File: config.mk
export PLATFORM = sky130hd
export DESIGN_NAME = fme_search_sequencer
export DESIGN_NICKNAME = d
export VERILOG_FILES = /design/src/rtl/fme_search_sequencer.sv
export SDC_FILE = /design/constraint.sdc
export NUM_CORES = 1
export LEC_CHECK = 0
export ABC_AREA = 1
export ABC_CLOCK_PERIOD_IN_PS = 7050
export CAP_MARGIN = 5
export CORE_MARGIN = 5
export CORE_UTILIZATION = 54
export DETAILED_ROUTE_END_ITERATION = 12
export GPL_ROUTABILITY_DRIVEN = 1
export PLACE_DENSITY = 0.82
export SLEW_MARGIN = 15
export SYNTH_ARGS = -nofsm -noshare
export SYNTH_HDL_FRONTEND = slang
export SYNTH_SLANG_ARGS = --single-unit
File: constraint.sdc
create_clock -name clock -period 7.05 [get_ports clock]
set_clock_uncertainty 0.2 [all_clocks]
set_input_delay 1.7625 -clock clock [delete_from_list [all_inputs] [get_ports clock]]
set_output_delay 1.7625 -clock clock [all_outputs]
set_load 0.05 [all_outputs]
File: src/rtl/fme_search_sequencer.sv
// fme_search_sequencer: runs half-pel then quarter-pel refinement passes of the FME search
// around the IME vector and returns the final quarter-pel MV and SAD.
module fme_search_sequencer #(
    parameter int DATAWIDTH = 8,
    parameter int ROWS      = 8,
    parameter int LATENCY   = 6,
    parameter int MV_W      = 8
) (
    input  logic                        clock,
    input  logic                        reset,
    input  logic                        start,
    input  logic signed [MV_W-1:0]      ime_mv_x,
    input  logic signed [MV_W-1:0]      ime_mv_y,
    input  logic [DATAWIDTH+8:0]        best_sad_ime,
    input  logic [5:0]                  address_best_sad,
    input  logic [DATAWIDTH+8:0]        best_sad,
    output logic                        search_enable,
    output logic                        row_valid,
    output logic [2:0]                  row_idx,
    output logic                        pass,
    output logic signed [MV_W+1:0]      center_x,
    output logic signed [MV_W+1:0]      center_y,
    output logic                        busy,
    output logic                        done,
    output logic signed [MV_W+1:0]      mv_x,
    output logic signed [MV_W+1:0]      mv_y,
    output logic [DATAWIDTH+8:0]        sad
);
    localparam int SW = DATAWIDTH + 9;
    localparam int CW = MV_W + 2;
    localparam int NW = $clog2(ROWS > LATENCY ? ROWS : LATENCY) + 1;

    typedef enum logic [2:0] {IDLE, H_FEED, H_WAIT, H_CAP, Q_FEED, Q_WAIT, Q_CAP, DONE} state_t;

    state_t               state_q, state_d;
    logic [NW-1:0]        cnt_q, cnt_d;
    logic signed [CW-1:0] cx_q, cx_d, cy_q, cy_d, mvx_q, mvx_d, mvy_q, mvy_d;
    logic [SW-1:0]        best_q, best_d, sad_q, sad_d;
    logic                 busy_q, busy_d, done_q, done_d;
    logic [3:0]           idx;
    logic [1:0]           col, row;
    logic signed [CW-1:0] dx, dy, step_x, step_y;
    logic                 is_feed, is_wait, win;

    // Out-of-grid winner indices fall back to the centre point (zero offset).
    always_comb begin
        idx     = address_best_sad > 6'd8 ? 4'd4 : address_best_sad[3:0];
        col     = idx inside {4'd0, 4'd3, 4'd6} ? 2'd0 : idx inside {4'd1, 4'd4, 4'd7} ? 2'd1 : 2'd2;
        row     = idx < 4'd3 ? 2'd0 : idx < 4'd6 ? 2'd1 : 2'd2;
        dx      = col == 2'd0 ? '1 : col == 2'd2 ? CW'(1) : '0;
        dy      = row == 2'd0 ? '1 : row == 2'd2 ? CW'(1) : '0;
        step_x  = state_q == Q_CAP ? dx : dx <<< 1;
        step_y  = state_q == Q_CAP ? dy : dy <<< 1;
        win     = best_sad < best_q;
        is_feed = state_q == H_FEED || state_q == Q_FEED;
        is_wait = state_q == H_WAIT || state_q == Q_WAIT;
    end

    always_comb begin
        state_d = state_q;
        cnt_d   = cnt_q;
        cx_d    = cx_q;
        cy_d    = cy_q;
        best_d  = best_q;
        mvx_d   = mvx_q;
        mvy_d   = mvy_q;
        sad_d   = sad_q;
        busy_d  = busy_q;
        done_d  = 1'b0;
        case (state_q)
            IDLE: if (start) begin
                state_d = H_FEED;
                cnt_d   = '0;
                cx_d    = {ime_mv_x, 2'b00};
                cy_d    = {ime_mv_y, 2'b00};
                best_d  = best_sad_ime;
                busy_d  = 1'b1;
            end
            H_FEED, Q_FEED: begin
                cnt_d = cnt_q + 1'b1;
                if (cnt_q == NW'(ROWS - 1)) begin
                    cnt_d   = '0;
                    state_d = state_q == H_FEED ? H_WAIT : Q_WAIT;
                end
            end
            H_WAIT, Q_WAIT: begin
                cnt_d = cnt_q + 1'b1;
                if (cnt_q == NW'(LATENCY - 1)) begin
                    cnt_d   = '0;
                    state_d = state_q == H_WAIT ? H_CAP : Q_CAP;
                end
            end
            H_CAP, Q_CAP: begin
                if (win) begin
                    cx_d   = cx_q + step_x;
                    cy_d   = cy_q + step_y;
                    best_d = best_sad;
                end
                state_d = state_q == H_CAP ? Q_FEED : DONE;
            end
            DONE: begin
                mvx_d   = cx_q;
                mvy_d   = cy_q;
                sad_d   = best_q;
                done_d  = 1'b1;
                busy_d  = 1'b0;
                state_d = IDLE;
            end
            default: state_d = IDLE;
        endcase
    end

    always_ff @(posedge clock or negedge reset) begin
        if (!reset) begin
            state_q <= IDLE;
            cnt_q   <= '0;
            cx_q    <= '0;
            cy_q    <= '0;
            best_q  <= '0;
            mvx_q   <= '0;
            mvy_q   <= '0;
            sad_q   <= '0;
            busy_q  <= 1'b0;
            done_q  <= 1'b0;
        end else begin
            state_q <= state_d;
            cnt_q   <= cnt_d;
            cx_q    <= cx_d;
            cy_q    <= cy_d;
            best_q  <= best_d;
            mvx_q   <= mvx_d;
            mvy_q   <= mvy_d;
            sad_q   <= sad_d;
            busy_q  <= busy_d;
            done_q  <= done_d;
        end
    end

    assign search_enable = is_feed || is_wait;
    assign row_valid     = is_feed;
    assign row_idx       = is_feed ? 3'(cnt_q) : is_wait ? 3'(ROWS - 1) : 3'd0;
    assign pass          = state_q inside {Q_FEED, Q_WAIT, Q_CAP, DONE};
    assign center_x      = cx_q;
    assign center_y      = cy_q;
    assign busy          = busy_q;
    assign done          = done_q;
    assign mv_x          = mvx_q;
    assign mv_y          = mvy_q;
    assign sad           = sad_q;
endmodule
# [Yosys cells after proc, flatten, opt, wreduce, memory -nomap -nowiden]
# Index checks and enable logic that the tools add are counted.
[totals] regBits=83 out_inout_bits=65
[op_classes] reduce_logical=20 n_mux=36 order_cmp=4 eq_ne=20 add_sub_neg=3
[op_table] cell="10-bit two-way mux" count=8
[op_table] cell="10-bit case mux with 2 select lines" count=2
[op_table] cell="17-bit two-way mux" count=2
[op_table] cell="17-bit case mux with 2 select lines" count=1
[op_table] cell="3-bit two-way mux" count=7
[op_table] cell="10-bit adder" count=2
[op_table] cell="4-bit by 3-bit equality test with 1-bit output, second input constant" count=5
[op_table] cell="17-bit less-than comparator" count=1
[op_table] cell="4-bit two-way mux" count=4
[op_table] cell="3-bit case mux with 5 select lines" count=1
[op_table] cell="3-bit equality test, second input constant" count=4
[op_table] cell="4-bit case mux with 3 select lines" count=1
[op_table] cell="2-bit two-way mux" count=5
[op_table] cell="3-bit nonzero test" count=3
[op_table] cell="2-bit != test, second input constant" count=4
[op_table] cell="3-bit by 2-bit equality test with 1-bit output, second input constant" count=2
[op_table] cell="6-bit by 4-bit greater-than comparator with 1-bit output, second input constant" count=1
[op_table] cell="3-bit AND reduction" count=2
[op_table] cell="2-bit OR reduction" count=3
[op_table] cell="4-bit by 1-bit adder with 4-bit output, second input constant" count=1
[op_table] cell="2-bit equality test, second input constant" count=2
[op_table] cell="4-bit by 1-bit equality test with 1-bit output, second input constant" count=1
[op_table] cell="4-bit by 2-bit equality test with 1-bit output, second input constant" count=1
[op_table] cell="2-bit logical NOT" count=2
[op_table] cell="11 further kinds" count=18

# [Logic depth before layout (Yosys ltp)]
[logic_depth] ltp_word=13 mapped_depth=22 mapped_depth_nobuf=21

# [Worst setup path after synthesis]
# Ideal clock, no wire load.
[synth_path] path_kind="register -> output" startpoint="register state_q[1]" endpoint="output row_idx[0]" arrival_time_ns=2.598 stages_incl_launch_ff=7 slack_ns=2.490 n_path_buf=0 cell_sequence="dfrtp_1 > inv_1 > ha_1 > inv_1 > o21ai_1 > nor2_1 > a21oi_1"
[synth_via] elab_cells_between_ends=8 cone_classes="eq/ne: 4; mux: 2; reduce/logical: 2"
[synth_rtl] element="start: declaration" line="35" rtl="state_t state_q, state_d;"
[synth_rtl] element="start signal: assignment" line="126" rtl="state_q <= state_d;"
[synth_rtl] element="3-bit by 1-bit equality test with 1-bit output or 3-bit equality test (tied branches)" line="55" rtl="is_feed = state_q == H_FEED || state_q == Q_FEED;"
[synth_rtl] element="1-bit logical OR *" line="55"
[synth_rtl] element="named net row_valid" line="18" rtl="output logic row_valid,"
[synth_rtl] element="3-bit two-way mux *" line="141" rtl="assign row_idx = is_feed ? 3'(cnt_q) : is_wait ? 3'(ROWS - 1) : 3'd0;"
[synth_rtl] element="end: declaration" line="19" rtl="output logic [2:0] row_idx,"
# The timed path passes the listed nets; every way through them passes the cells marked *.

# [Final worst setup path]
[layout_path] startpoint="input address_best_sad[1]" endpoint="register cy_q[8], in the netlist center_y[8]"
[layout_via] elab_chain_cells=12 elab_cells_between_ends=14 cone_classes="add/sub: 1; order compare: 3; eq/ne: 1; mux: 8; reduce/logical: 1"
[layout_rtl] element="start: declaration" line="15" rtl="input logic [5:0] address_best_sad,"
[layout_rtl] element="6-bit by 4-bit greater-than comparator with 1-bit output" line="47" rtl="idx = address_best_sad > 6'd8 ? 4'd4 : address_best_sad[3:0];"
[layout_rtl] element="4-bit two-way mux *" line="47"
[layout_rtl] element="4-bit by 3-bit less-than comparator with 1-bit output" line="49" rtl="row = idx < 4'd3 ? 2'd0 : idx < 4'd6 ? 2'd1 : 2'd2;"
[layout_rtl] element="2-bit two-way mux" line="49"
[layout_rtl] element="2-bit two-way mux *" line="49"
[layout_rtl] element="2-bit equality test" line="51" rtl="dy = row == 2'd0 ? '1 : row == 2'd2 ? CW'(1) : '0;"
[layout_rtl] element="1-bit two-way mux" line="51"
[layout_rtl] element="10-bit two-way mux *" line="51"
[layout_rtl] element="10-bit two-way mux *" line="53" rtl="step_y = state_q == Q_CAP ? dy : dy <<< 1;"
[layout_rtl] element="10-bit adder *" line="96" rtl="cy_d = cy_q + step_y;"
[layout_rtl] element="10-bit two-way mux *" line="94" rtl="if (win) begin"
[layout_rtl] element="10-bit case mux with 2 select lines *" line="70" rtl="case (state_q)"
[layout_rtl] element="end signal: assignment" line="129" rtl="cy_q <= cy_d;"
[layout_rtl] element="end: declaration" line="37" rtl="logic signed [CW-1:0] cx_q, cx_d, cy_q, cy_d, mvx_q, mvx_d, mvy_q, mvy_d;"
# Every way passes the cells marked *; elsewhere a longest branch is shown, timed or not. The select of a mux whose other input is x is not followed.
# A chain may end at the register's enable or synchronous reset.

==> results.txt <==
The run finished with clean final reports. At the end of routability-driven placement, the weighted congestion stood at approximately 0.87. Summed over all instances, the cell type with the most area after synthesis is sky130_fd_sc_hd__dfrtp_1. The async set-or-reset flop fraction in the synthesized netlist is 100%. The placed cell count is just under 900. Leaving out filler cells and counting taps, the final layout contains 910. The power consumption is about 3.2 mW. Global routing consumed, on the met3 layer, around 3.4% of the routing resources.

The clock share of power is roughly a tenth. The post-route minimum period came out at a little over 5 ns. The number of buffers added for setup after CTS is 0. For hold timing, the worst endpoint is mv_x[4]$_DFFE_PN0P_. The clock input transition at the sequential cells of the worst setup and hold paths is about 0.080 ns. The via count of the first global-routing pass was ~4,700.

The clock passes through at most 2 buffers. The setup slack of the most critical reg-to-reg path came out at 3.63 ns. Along the worst hold path, the cell count comes to 2. Along the worst path, the maximum fanout reaches 5.

Hold repair after CTS inserted 0 buffers. The via density per instance came out at around 5.3. The pin count of the biggest net entering global routing came out at 84. The most used flip-flop cell after synthesis is sky130_fd_sc_hd__dfrtp_1. Adding up every negative setup slack in the final design gives 0 ns. The die is 107 µm tall.

The final hold slack came out at between 0.2 and 0.3 ns. Per report_power, the sequential group accounts for roughly a quarter of the total. The switching component of the power came out at between 1.5 and 2 mW. The part of the power in combinational logic is between 60 and 70%. The internal power of the cells totals between 1.5 and 2 mW. The average detailed-routed wire length per instance came out at about 14 µm. The final count of pins violating max slew came out at 0.

Detailed placement finished with a half-perimeter wire length of 9650 µm. The number of synthesized flops with an enable pin is 0. The required time of the critical path came out at ~7.1 ns. The initial antenna violation count was 0. The worst slew slack as a fraction of its limit came out at between 30% and 40%.

The wire length after detailed routing came out at between 10,000 and 15,000 µm. In this run the most used layer during global routing was met2. The via count came out at a little under 5,000. The number of nets in the synthesized netlist is about 780. At the later pin of the worst-skew pair, clock insertion delay measures 0.35 ns. The antenna diode count is 0.

The CTS tree is built. The highest clock rate is slightly below 0.2 GHz. Fill cells in the final layout number about 750. The number of gates resized after CTS was 0. STA classifies the critical path endpoint as a flip-flop. The count of nets left with antenna violations once routing finished came out at 0. The worst supply voltage drop on vdd came out at between 0.2 and 0.3 mV. The worst setup path is launched from an input port.

The tree is rooted in a sky130_fd_sc_hd__clkbuf_8. In the global route stage, met2 resource usage came out at approximately 41%. Data arrives at the worst endpoint at between 5 and 6 ns. In the synthesized netlist, the number of instances is 680. The die outline area came out at 0.0114 mm². The total area inside the core boundary comes to 0.00920 mm². The power density over cell area came out at slightly below 500 mW/mm². In this run the cell area of the synthesized design comes to between 0.005 and 0.006 mm². The netlist uses 36 different library cells. The critical path is of the input port to flip-flop type. The static leakage is about 3.3 nW. The total of buffers placed on input and output ports is between 100 and 150. Setup repair after global routing left no endpoint under its margin. The met1 demand-to-capacity share in global routing came out at around 30%. At the pin with the least slew margin, the transition time is between 0.9 and 1 ns. After global routing the overflow that remains totals 0. For this block, the initial DRC count from the detailed router was 210. The DRC violation count after routing came out at 0.

The number of max-cap violations came out at 0. The worst register-to-register path ends at best_q[4]$_DFFE_PN0P_. The startpoint identified for the worst hold timing path is mv_x[4]$_DFFE_PN0P_. The total I/O pin count is about 120. Setup violations remaining at the end of the flow were counted as 0. The number of buffers inserted during clock tree synthesis came out at 9. Counting cells, the worst reg-to-reg path comes to 11. The min-delay analysis places its worst path in the category flip-flop to flip-flop.

Sorting the synthesized cells by area gives the leading types as sky130_fd_sc_hd__dfrtp_1 41%, sky130_fd_sc_hd__nand2_1 17%, sky130_fd_sc_hd__o21ai_0 9.0%, sky130_fd_sc_hd__ha_1 8.4%, sky130_fd_sc_hd__inv_1 6.2%. The layout overhead on the synthesized area came out at 29.4%. The overall die width came out at about 110 µm.

The first global-routing pass estimated 22,000 µm of wire. The switching share of power came out at 53.4%. The register area share after synthesis came out at 41.1%. The count of TritonRoute iterations in the first routing pass is 5. For this run, the share of the core covered by cells in the final layout is a little over 70%. The part of the cycle the worst path needs is between 70 and 80%. CTS saw 83 sinks. During synthesis, Yosys emitted a total of 0 warnings. The overall global routing resource usage came out at between 20% and 30%. The hold violation count in the final report came to 0. The startpoint of the lowest-slack register-to-register path is state_q[0]$_DFFE_PN0P_. The number of standard-cell rows in the floorplan is 35.

The ratio of cells with drive above 1 in the final layout is approximately 4.8%. The mean cell area of the mapped netlist came out at 7.44 µm². The number of nets in the final layout came out at just under 900. The flop and latch count out of synthesis came out at 83.

The synthesized design devotes to its leading area cell type 41.1% of total area. The number of levels in the clock H-tree came out at 3. The starting density of the core came out at roughly 55%.
## worst max-delay path, stage by stage
cell	delay, ns
sky130_fd_sc_hd__clkdlybuf4s50_1	0.54
sky130_fd_sc_hd__nor2_2	0.19
sky130_fd_sc_hd__nand2_2	0.10
sky130_fd_sc_hd__a21boi_4	0.21
sky130_fd_sc_hd__nand3_1	0.13
sky130_fd_sc_hd__a31oi_1	0.21
sky130_fd_sc_hd__ha_1	0.25
sky130_fd_sc_hd__inv_1	0.07
sky130_fd_sc_hd__fa_1	0.40
sky130_fd_sc_hd__o21ai_0	0.34
sky130_fd_sc_hd__a21o_1	0.17
sky130_fd_sc_hd__nand2_1	0.07
sky130_fd_sc_hd__nand2_1	0.07
sky130_fd_sc_hd__nand2_1	0.06
sky130_fd_sc_hd__nand2_1	0.06
sky130_fd_sc_hd__a21oi_1	0.07
sky130_fd_sc_hd__nand2_1	0.06
sky130_fd_sc_hd__nand2_1	0.04
sky130_fd_sc_hd__o21ai_0	0.18
sky130_fd_sc_hd__nand2_1	0.07
sky130_fd_sc_hd__o21ai_0	0.07
## per-layer routing
| metal | vias to the layer above | part of all wire [%] |
|---|---|---|
| met5 | - | 0 |
| met2 | 152 | 50 |
| met3 | 27 | 5.2 |
| li1 | 2407 | - |
| met1 | 2271 | 43 |
| met4 | 0 | 2.5 |
## cell type report
class                   count  area [µm²]  area share, %
multi-input cells         488        2570           39.2
flip-flops and latches     83        2080           31.7
repair buffers            126        1250           19.2
inverters                  86         323           4.93
clock buffers              14         153           2.33
well taps                 111         139           2.12
clock inverters             2        35.0          0.535
## cell families after synthesis
group           after synthesis  share of synthesized area (%)
compound gates              131                           14.2
simple gates                310                           25.4
xor+xnor                     11                           1.90
flops                        83                           41.1
fa+ha+maj                    36                           9.20
buf+inv                     109                           8.26
## Yosys cell counts, drive strengths merged, types with 6 or more instances
library cell and n:
dfrtp 83, nand2 238, ha 34, nand4 6
a21oi 19, clkbuf 21, nand3 28, xor2 9
o21ai 93, inv 86, nor2 33
## state kept, by name (all words and copies together) (netlist names)
signal    flops
best_q       17
sad          17
center_x     10
center_y     10
mv_x         10
mv_y         10
cnt_q         4
state_q       3
busy          1
done          1
## worst max-delay path by stage
stage / from / to / slack, ns
2_1_floorplan: state_q[1]$_DFFE_PN0P_ / row_idx[0] / 2.49
3_3_place_gp: best_sad[16] / best_q[3]$_DFFE_PN0P_ / 1.90
3_5_place_dp: address_best_sad[1] / center_y[8]$_DFFE_PN0P_ / 1.71
4_1_cts: address_best_sad[1] / center_y[8]$_DFFE_PN0P_ / 2.05
5_1_grt: address_best_sad[1] / center_y[8]$_DFFE_PN0P_ / 1.71
6_report: address_best_sad[1] / center_y[8]$_DFFE_PN0P_ / 2.00
## power groups by stage
stage | clock network, mW | logic [mW] | registers, mW
floorplan | 0 | 0.972 | 1.27
global route | 0.367 | 2.25 | 0.858
CTS | 0.342 | 2.07 | 0.834
global placement | 0 | 2.01 | 0.830
finish | 0.336 | 2.05 | 0.835
detailed placement | 0 | 2.06 | 0.839
## stage by stage
stage               setup WS, ns  instance area, µm²
floorplan                   2.49                5060
global route                1.71                6550
detailed placement          1.71                6360
CTS                         2.05                6540
global placement            1.90                6360
finish                      2.00                6550
## layout by cell type (no fill, tap or decap), types with 4 or more instances in the layout
cell type	instances
sky130_fd_sc_hd__clkbuf_1	4
sky130_fd_sc_hd__clkbuf_8	10
sky130_fd_sc_hd__ha_1	34
sky130_fd_sc_hd__o21ai_0	91
sky130_fd_sc_hd__inv_1	84
sky130_fd_sc_hd__nand2_1	224
sky130_fd_sc_hd__nand4_1	5
sky130_fd_sc_hd__dfrtp_1	83
sky130_fd_sc_hd__nand3_1	28
sky130_fd_sc_hd__nand2_2	12
sky130_fd_sc_hd__nor2_1	31
sky130_fd_sc_hd__clkdlybuf4s50_1	122
sky130_fd_sc_hd__a21oi_1	19
sky130_fd_sc_hd__xor2_1	9
Note: power is estimated with default switching activity, not from simulation.
